$ cat src/rtl/memwb_stage_reg.sv
// memwb_stage_reg: MEM/WB pipeline register with valid/ready flow control.
//
// Holds the write-back bundle (control, read data, ALU result, rd) for the WB
// stage. A two-entry skid buffer (main + skid) lets mem_ready come straight
// from a flop instead of being a combinational function of wb_ready.
//
// Ports:
//   clk, rst_n          clock, synchronous active-low reset
//   flush               drop all held entries (highest priority)
//   mem_valid/mem_ready upstream handshake (mem_ready is registered)
//   wb_ctrl_mem, data_read_mem, alu_result_mem, rd_mem   entry from MEM
//   wb_valid/wb_ready   downstream handshake
//   wb_ctrl_wb, data_read_wb, alu_result_wb, rd_wb       main entry to WB
//   wb_data             MemtoReg ? data_read_wb : alu_result_wb
//   fwd_en/fwd_rd/fwd_data  forwarding tap, only when MEMWB_FWD_EN is defined
//
// Build option: define MEMWB_FWD_EN to add the forwarding tap ports.
module memwb_stage_reg #(
  parameter int WB_CTRL_W = 2,
  parameter int DATA_W    = 64,
  parameter int RD_W      = 5
) (
  input  logic                 clk,
  input  logic                 rst_n,
  input  logic                 flush,
  input  logic                 mem_valid,
  output logic                 mem_ready,
  input  logic [WB_CTRL_W-1:0] wb_ctrl_mem,
  input  logic [DATA_W-1:0]    data_read_mem,
  input  logic [DATA_W-1:0]    alu_result_mem,
  input  logic [RD_W-1:0]      rd_mem,
  output logic                 wb_valid,
  input  logic                 wb_ready,
  output logic [WB_CTRL_W-1:0] wb_ctrl_wb,
  output logic [DATA_W-1:0]    data_read_wb,
  output logic [DATA_W-1:0]    alu_result_wb,
  output logic [RD_W-1:0]      rd_wb,
  output logic [DATA_W-1:0]    wb_data
`ifdef MEMWB_FWD_EN
  ,
  output logic                 fwd_en,
  output logic [RD_W-1:0]      fwd_rd,
  output logic [DATA_W-1:0]    fwd_data
`endif
);

  typedef struct packed {
    logic [WB_CTRL_W-1:0] ctrl;
    logic [DATA_W-1:0]    rdat;
    logic [DATA_W-1:0]    alu;
    logic [RD_W-1:0]      rd;
  } ent_t;

  typedef enum logic [1:0] {S_EMPTY, S_FULL, S_SKID} state_t;

  state_t state_q, state_d;
  ent_t   main_q, main_d, skid_q, skid_d, in_ent;
  logic   mem_ready_q, mem_ready_d;
  logic   main_vld, accept, drain;

  assign in_ent   = '{ctrl: wb_ctrl_mem, rdat: data_read_mem,
                      alu: alu_result_mem, rd: rd_mem};
  assign main_vld = (state_q != S_EMPTY);
  // mem_ready_q is low exactly in SKID, so no accept can happen there.
  assign accept   = mem_valid & mem_ready_q;
  assign drain    = main_vld & wb_ready;

  // State register (plus data and registered ready)
  always_ff @(posedge clk) begin
    if (!rst_n) begin
      state_q     <= S_EMPTY;
      main_q      <= '0;
      skid_q      <= '0;
      mem_ready_q <= 1'b1;
    end else begin
      state_q     <= state_d;
      main_q      <= main_d;
      skid_q      <= skid_d;
      mem_ready_q <= mem_ready_d;
    end
  end

  // Next state
  always_comb begin
    state_d = state_q;
    if (flush) begin
      state_d = S_EMPTY;
    end else begin
      unique case (state_q)
        S_EMPTY: if (accept) state_d = S_FULL;
        S_FULL: begin
          if (accept && !drain)      state_d = S_SKID;
          else if (!accept && drain) state_d = S_EMPTY;
        end
        S_SKID:  if (drain) state_d = S_FULL;
        default: state_d = S_EMPTY;
      endcase
    end
    // Ready for next cycle is known from the next state alone, so it can be a flop.
    mem_ready_d = (state_d != S_SKID);
  end

  // Data movement; a flush leaves the data flops stale on purpose.
  always_comb begin
    main_d = main_q;
    skid_d = skid_q;
    if (!flush) begin
      unique case (state_q)
        S_EMPTY: if (accept) main_d = in_ent;
        S_FULL: begin
          if (accept && drain) main_d = in_ent;
          else if (accept)     skid_d = in_ent;
        end
        S_SKID:  if (drain) main_d = skid_q;
        default: ;
      endcase
    end
  end

  // Outputs
  always_comb begin
    mem_ready     = mem_ready_q;
    wb_valid      = main_vld;
    // Forced to zero on a bubble so RegWrite can never fire.
    wb_ctrl_wb    = main_vld ? main_q.ctrl : '0;
    data_read_wb  = main_q.rdat;
    alu_result_wb = main_q.alu;
    rd_wb         = main_q.rd;
    wb_data       = wb_ctrl_wb[0] ? main_q.rdat : main_q.alu;
  end

`ifdef MEMWB_FWD_EN
  always_comb begin
    fwd_en   = wb_valid & wb_ctrl_wb[1] & (rd_wb != '0);
    fwd_rd   = fwd_en ? rd_wb : '0;
    fwd_data = fwd_en ? wb_data : '0;
  end
`endif

endmodule

$ cat config.mk
export PLATFORM = sky130hd
export DESIGN_NAME = memwb_stage_reg
export DESIGN_NICKNAME = d
export VERILOG_FILES = /design/src/rtl/memwb_stage_reg.sv
export SDC_FILE = /design/constraint.sdc
export NUM_CORES = 1
export LEC_CHECK = 0
export CORE_AREA = 4 4 175 177
export CTS_BUF_LIST = sky130_fd_sc_hd__clkbuf_8
export DETAILED_ROUTE_END_ITERATION = 8
export DIE_AREA = 0 0 179 181
export PLACE_DENSITY = 0.84
export REMOVE_ABC_BUFFERS = 1
export SYNTH_ARGS = -nofsm -noshare
export SYNTH_HDL_FRONTEND = slang
export SYNTH_SLANG_ARGS = --single-unit
$ cat constraint.sdc
create_clock -name clk -period 1.9 [get_ports clk]
set_clock_uncertainty 0.05 [all_clocks]
set_input_delay 0.38 -clock clk [delete_from_list [all_inputs] [get_ports clk]]
set_output_delay 0.38 -clock clk [all_outputs]
set_load 0.1 [all_outputs]
Word-level counts from Yosys, hierarchy flattened
Cells that the tools add are included.
{ "word_totals": {"wordCells": 42, "ff_bits": 273, "latchBits": 0, "ramBits": 0, "romBits": 0, "inputBits": 140, "output_inout_bits": 201, "mem_count": 0} }
{ "op_classes": {"n_reduce_logical": 10, "add_sub_neg": 0, "eq_ne": 6, "mux": 12, "shift": 0, "bitwise_logic": 4, "n_lt_le_gt_ge": 0, "multipliers": 0, "div_mod_pow": 0} }
{ "op_table": {"columns": ["op", "n"], "rows": [
  ["$mux W135", 3],
  ["$pmux W135 S3", 1],
  ["$mux W64", 1],
  ["$mux W2", 6],
  ["$ne A2 B2 Y1 const B", 4],
  ["$pmux W2 S3", 1],
  ["$reduce_and A5 Y1", 1],
  ["$reduce_and A4 Y1", 1],
  ["$logic_and A1 B1 Y1", 3],
  ["$reduce_bool A3 Y1", 1],
  ["$and A1 B1 Y1", 2],
  ["$eq A2 B1 Y1 const B", 1],
  ["$eq A2 B2 Y1 const B", 1],
  ["$logic_not A1 Y1", 2],
  ["$logic_not A2 Y1", 1],
  ["$not A1 Y1", 2],
  ["$reduce_bool A2 Y1", 1]
]} }

Longest topological paths before layout
Gate-level depths: netlist of the first run.
{ "depth": {"ltp_word": 8, "depth_mapped": 7, "ltp_nobuf": 4} }

Worst setup path before layout of the first run
Ideal clock, no wire load.
{ "synth_timing": {"path_type": "register -> output", "from": "register state_q[1]", "to": "output wb_ctrl_wb[0]", "t_required_ns": 1.470, "arrival_time_ns": 2.187, "setup_slack_ns": -0.717, "path_buffers": 2, "stages_incl_launch_ff": 7, "path_cell_list": "dfxtp_1 nor2_1 inv_1 nand2_1 buf_2 buf_2 inv_1"} }
{ "synth_via": {"elab_chain_len": 2} }
{ "synth_rtl": {"columns": ["item", "line", "source"], "rows": [
  ["start: declaration", "56", "state_t state_q, state_d;"],
  ["start signal: assignment", "76", "state_q <= state_d;"],
  ["$reduce_bool A2 Y1", "63", "assign main_vld = (state_q != S_EMPTY);"],
  ["via wb_valid", "32", "output logic wb_valid,"],
  ["$mux W2", "125", "wb_ctrl_wb = main_vld ? main_q.ctrl : '0;"],
  ["end: declaration", "34", "output logic [WB_CTRL_W-1:0] wb_ctrl_wb,"]
]} }
The timed path passes the listed nets, and every way through them passes these cells.

Final worst setup path of the first run
{ "layout_timing": {"from": "register state_q[1]", "to": "output wb_data[15]"} }
{ "layout_via": {"elab_chain_len": 3} }
{ "layout_rtl": {"columns": ["item", "line", "source"], "rows": [
  ["$reduce_bool A2 Y1", "63", null],
  ["$mux W2", "125", null],
  ["$mux W64", "129", "wb_data = wb_ctrl_wb[0] ? main_q.rdat : main_q.alu;"],
  ["end: declaration", "38", "output logic [DATA_W-1:0] wb_data"]
]} }
Every way passes these cells.

==> impl_metrics.ini, run 1 <==
[flow_run]
cap_violations = 0

[synth]
synth_mux_area_share_pct = 16.04
synth_fa_ha_area_share_pct = 0
synth_cell_types = 29
syn-cell-area_um2 = 12920
netlist_instances = 1413
synth_edf_count = 0
synth.avg_cell_area_um2 = 9.142
synth-main-ff-cell = dfxtp_1
synth_compound_area_share_pct = 16.87
synthXorXnorAreaFrac_pct = 0
ys_async_sr_fraction_pct = 0
ys_seq_area_share_pct = 42.31
yosys.area_share.simple_pct = 12.49
ys_warn_count = 0
synth_top_family_by_area = compound AO/OA/AOI/OAI gates
synth_seq_cells = 273

[clock_tree]
clockBufferDepth = 3
clk_pin_slew_ns = 0.06
clock_sinks = 273
htree_levels = 2
clk_latency_ns = 0.53
hold_buffers = 0
cts_made_buffers = 44
root_buffer = clkbuf_8
cts_tree = built

[setup_path]
max_stage_delay_ns = 0.34
critPathKind = register to output pin
cp-end-kind = output pin
crit_arrival_ns = 2.04
start_kind = register
path_cells = nor2_4 -> inv_2 -> nand2_4 -> buf_12 -> buf_12 -> buf_16 -> mux2_4 -> buf_12
crit_top_cell = buf_12
required_ns = 1.47
reg2reg_from = state_q[1]
worstPathMaxFanout = 8
cp-startpoint = state_q[1]
crit_slowest_cell = mux2_4

[drt]
drc = 0
drt_first_pass_iters = 5
vias = 11292
vias_per_cell = 5.418
wl_per_cell_um = 21.16
dr_wl_met2_um = 22670
drt-total-wl_um = 44100
dr_wl_met3_um = 3537
wl_met1_um = 16060
ant_nets = 0
drtIter0Drc = 657
dr.max_layer_used = met5

[floorplanning]
die_y_um = 181
start_util_pct = 44.17
ios = 341
rows = 63
core_area_um2 = 29240
die_w_um = 179
design.die.area_um2 = 32400

[place]
pre_cts_slack_ns = -0.3983
place_area_um2 = 18120
gp_congestion = 0.8088
hpwl_um = 26760
io_buffers = 340

[finish]
fin_area_um2 = 20110
area_growth_pct = 55.70
fin_nets = 1804
final_layout_size_suffix_gt1_share_pct = 28.66
fillers = 1866

[power]
pwr-share-seq_pct = 37.4
power_uw = 17050
peakVddDrop_uv = 637.2
switching_share_pct = 36.77
intPower_uw = 10780
p_sw_uw = 6269
powerDensity_nw_per_um2 = 847.8
clkPwrFrac_pct = 28.0
p_leak_uw = 0.009134
p_comb_share_pct = 34.6

[global_route]
track_usage_pct = 23.51
grt_pass1_vias = 11215
antenna_found_initial = 2
grt_overflow = 0
grt_pass1_wl_um = 61670
grt_max_degree = 102

[min_path]
min_from = rst_n
min_path_type = primary input to register

[timing]
timing.fmax_mhz = 405.1
relSlewSlack_pct = 42.91
setup_viol = 84
slew_violations = 0
holdWs_ns = 0.3351
worst_slew_pin_slew_ns = 0.8563
hold_viol = 0
timing.final.crit_share_pct = 129.9
setup_ws_ns = -0.5686
rsz0062_at_grt = yes
timing.final.crit_period_ns = 2.469

[outcome]
status = finished with violations
violations = negative setup slack
placed cells by master, fill, tap and decap left out, drive strengths merged, types with 64 or more instances in the layout:
master	n
clkdlybuf4s50	138
mux2	64
dfxtp	273
a211oi	91
nand2	316
clkbuf	65
mux2i	135
buf	299
nor2	92
a21boi	135
worst max-delay path: cells and delay by family (launching register included):
| family | cells | cell delay [ns] |
|---|---|---|
| buffers and inverters | 5 | 0.62 |
| flip-flops | 1 | 0.33 |
| multiplexers | 1 | 0.34 |
| AND/OR/NAND/NOR | 2 | 0.21 |
worst paths after layout:
path | end | slack (ns) | cells past startpoint
min reg2reg | skid_q[123] | 0.41 | 2
max | wb_data[15] | -0.57 | 8
max reg2reg | data_read_wb[12] | -0.11 | 8
min | data_read_wb[63] | 0.34 | 3
cells by family after synthesis:
group / after synthesis
mux: 199
compound gates: 274
simple gates: 419
flops: 273
buf+inv: 248
registers in the layout, indices dropped and copies added, names as in the netlist:
register	count
skid_q	135
alu_result_wb	64
data_read_wb	64
rd_wb	5
main_q	2
state_q	2
mem_ready	1
layer usage:
metal,up-vias,GRT usage [%]
met1,5500,25.93
li1,5190,-
met2,480,43.48
met4,2,7.062
met3,120,6.361
met5,-,0
timing repair:
action / CTS / global route
hold endpoints to repair: 0 / 0
pin swaps: 2 / 42
buffers inserted: 6 / 14
resized for setup: 62 / 75
setup endpoints to repair: 66 / 143
gates cloned: 4 / 14
power by group through the flow:
stage	Combinational, µW	Sequential (µW)	Clock (µW)
after floorplan	1660	7940	0
after global placement	5390	6450	0
after detailed placement	5470	6470	0
after CTS	5570	6360	4840
after global routing	6050	6400	5130
final	5900	6370	4780
synth_stat cells, types with 2 or more instances:
library cell / count / share of area (%)
dfxtp_1: 273 / 42
inv_1: 4 / 0.12
mux2_2: 64 / 5.6
mux2i_1: 135 / 10
o211a_1: 44 / 3.4
nand3b_1: 2 / 0.12
nor3b_1: 2 / 0.12
buf_6: 8 / 0.70
nor2_1: 92 / 2.7
a21boi_1: 18 / 1.0
clkbuf_1: 38 / 1.1
a21boi_0: 117 / 6.8
buf_4: 139 / 8.1
nand2_1: 316 / 9.2
buf_2: 57 / 2.2
a211oi_1: 91 / 5.3
through the flow:
stage | instances | TNS [ns] | utilization [%]
after floorplan | 1169 | -1623.56 | -
after global placement | 1971 | -52.72 | 61.97
after detailed placement | 1971 | -73.63 | 61.97
after CTS | 2054 | -34.16 | 66.02
after global routing | 2083 | -40.36 | 68.76
final | 2084 | -33.55 | 68.77
layout make-up:
type                       instances  area, µm²  share of cell area, %
sequential                       273       5468                  27.19
clock inverter                    21      80.08                 0.3982
tap                              390      488.0                  2.426
multi-input combinational        892       6326                  31.45
antenna                            2      5.005                0.02488
timing repair buffer             449       6997                  34.79
inverter                           4      18.77                0.09332
clock buffer                      53      729.5                  3.627
Power figures use the tool's default switching activity.
==> inputs of run 2 (changes only) <==
Settings changed: CORE_AREA 4 4 175 177 to 4 4 224 139, DIE_AREA 0 0 179 181 to 0 0 228 143.
==> impl_metrics.ini, run 2 (synthesis gave the netlist of run 1 again) <==
[drt]
vias = 11787
drtIter0Drc = 1041
vias_per_cell = 5.637
drt-total-wl_um = 48000
drc = 0
ant_nets = 0
drt_first_pass_iters = 7
wl_per_cell_um = 22.96

[finish]
utilization_pct = 71.78
multi_input_area_um2 = 6720
fin_area_um2 = 20990
fillers = 1782
final_cells = 2091
layout_commonest_cell = nand2_1
fin_nets = 1816
final_cell_mix = 297 x nand2_1, 270 x dfxtp_1, 228 x buf_12
seq_area_um2 = 5472
final_layout_size_suffix_gt1_share_pct = 35.07
top_register = skid_q
area_growth_pct = 62.49
largest_reg_flops = 135

[setup_path]
worstPathMaxFanout = 8
critPathKind = register to output pin
reg2reg_from = state_q[1]
cp-end-kind = output pin
required_ns = 1.47
crit_arrival_ns = 2.01
start_kind = register
reg2reg_to = alu_result_wb[8]
reg2reg_depth = 9
r2r_slack_ns = -0.24

[timing]
hold_viol = 0
relSlewSlack_pct = 70.08
timing.final.crit_period_ns = 2.438
setup_ws_ns = -0.5376
timing.final.crit_share_pct = 128.3
slew_violations = 0
rsz0062_at_grt = yes
timing.fmax_mhz = 410.2
worst_slew_pin_slew_ns = 0.4482
setup_viol = 201

[power]
p_sw_uw = 6545
clkPwrFrac_pct = 30.6
p_comb_share_pct = 34.0
power_uw = 18080
pwr-share-seq_pct = 35.4
powerDensity_nw_per_um2 = 861.4
switching_share_pct = 36.20
p_leak_uw = 0.009459
peakVddDrop_uv = 620.9
intPower_uw = 11540

[clock_tree]
clk_pin_slew_ns = 0.07
root_buffer = clkbuf_8
cts_tree = built
cts_made_buffers = 42
clockBufferDepth = 3
clk_latency_ns = 0.55
clock_sinks = 273
htree_levels = 2

[place]
dpl.cell_count = 1948
pre_cts_slack_ns = -0.4308
gp_congestion = 0.8190
place_area_um2 = 17950
io_buffers = 340
hpwl_um = 26760

[min_path]
min_from = rst_n
hold_depth = 2
min_path_type = primary input to register
min_to = data_read_wb[50]

[floorplanning]
rows = 49
start_util_pct = 44.17
ios = 341
design.die.area_um2 = 32600
core_area_um2 = 29240
die_w_um = 228
die_y_um = 143

[global_route]
grt_pass1_vias = 11429
grt_pass1_wl_um = 63140
antenna_found_initial = 3
grt_max_degree = 97
grt_overflow = 0
track_usage_pct = 23.99

[flow_run]
cap_violations = 0

[outcome]
violations = negative setup slack
status = finished with violations
==> run 2: cell types whose count changed in the layout (fill, tap and decap cells not counted), moves of 14 or more <==
cell,before,now
nor2_1,91,49
nor2_2,0,33
a211oi_1,47,24
a211oi_2,44,67
nand2_1,315,297
buf_4,42,28
nand2_2,0,14
==> run 2: worst max-delay path, stage by stage (launching register included) <==
cell and delay (ns):
dfxtp_4 0.36, nor2_4 0.12, inv_2 0.06, nand2_4 0.10
buf_6 0.15, buf_16 0.17, mux2_4 0.33, buf_12 0.17
==> run 2: metrics by stage <==
step                      setup TNS, ns  hold slack (ns)
after CTS                        -37.51          0.08155
final                            -47.20           0.1255
after global routing             -58.71           0.1031
after global placement           -59.40           0.3890
after floorplan                -1623.56           0.3844
after detailed placement         -81.25           0.3973
==> run 2: timing repair <==
action | in CTS | in global routing
resized for setup | 94 | 211
setup buffers | 14 | 31
gates cloned | 8 | 20
pin swaps | 11 | 62
hold buffers | 0 | 0
hold endpoints to repair | 0 | 0
setup endpoints to repair | 81 | 210
==> run 2: worst max path at each step <==
stage | start | endpoint | slack [ns]
final | state_q[0] | wb_data[21] | -0.54
after global routing | state_q[0] | wb_data[30] | -0.61
after floorplan | mem_ready | mem_ready | -7.33
after detailed placement | wb_ready | data_read_wb[12] | -0.43
after CTS | state_q[1] | wb_data[22] | -0.61
after global placement | wb_ready | skid_q[36] | -0.29
==> run 2: power groups by stage <==
stage          registers, µW  logic (µW)  clock network (µW)
2_1_floorplan           7940        1660                   0
3_3_place_gp            6460        5380                   0
3_5_place_dp            6470        5460                   0
4_1_cts                 6360        5640                5540
5_1_grt                 6420        6300                5850
6_report                6400        6150                5530
==> run 2: cell type report <==
type	instances	area share (%)
repair buffers	463	35.03
multi-input cells	892	32.02
flip-flops and latches	273	26.07
clock buffers	57	3.737
well taps	382	2.277
clock inverters	19	0.7749
inverters	4	0.08941
diodes	1	0.01192
==> run 2: metal layers <==
| metal | vias up | track usage [%] | routed length (µm) | share of wire (%) |
|---|---|---|---|---|
| met2 | 649 | 42.23 | 23630 | 49 |
| li1 | 5231 | - | - | - |
| met3 | 143 | 6.938 | 3957 | 8.2 |
| met4 | 4 | 6.566 | 1481 | 3.1 |
| met5 | - | 0 | 26 | 0.054 |
| met1 | 5760 | 29.04 | 18900 | 39 |
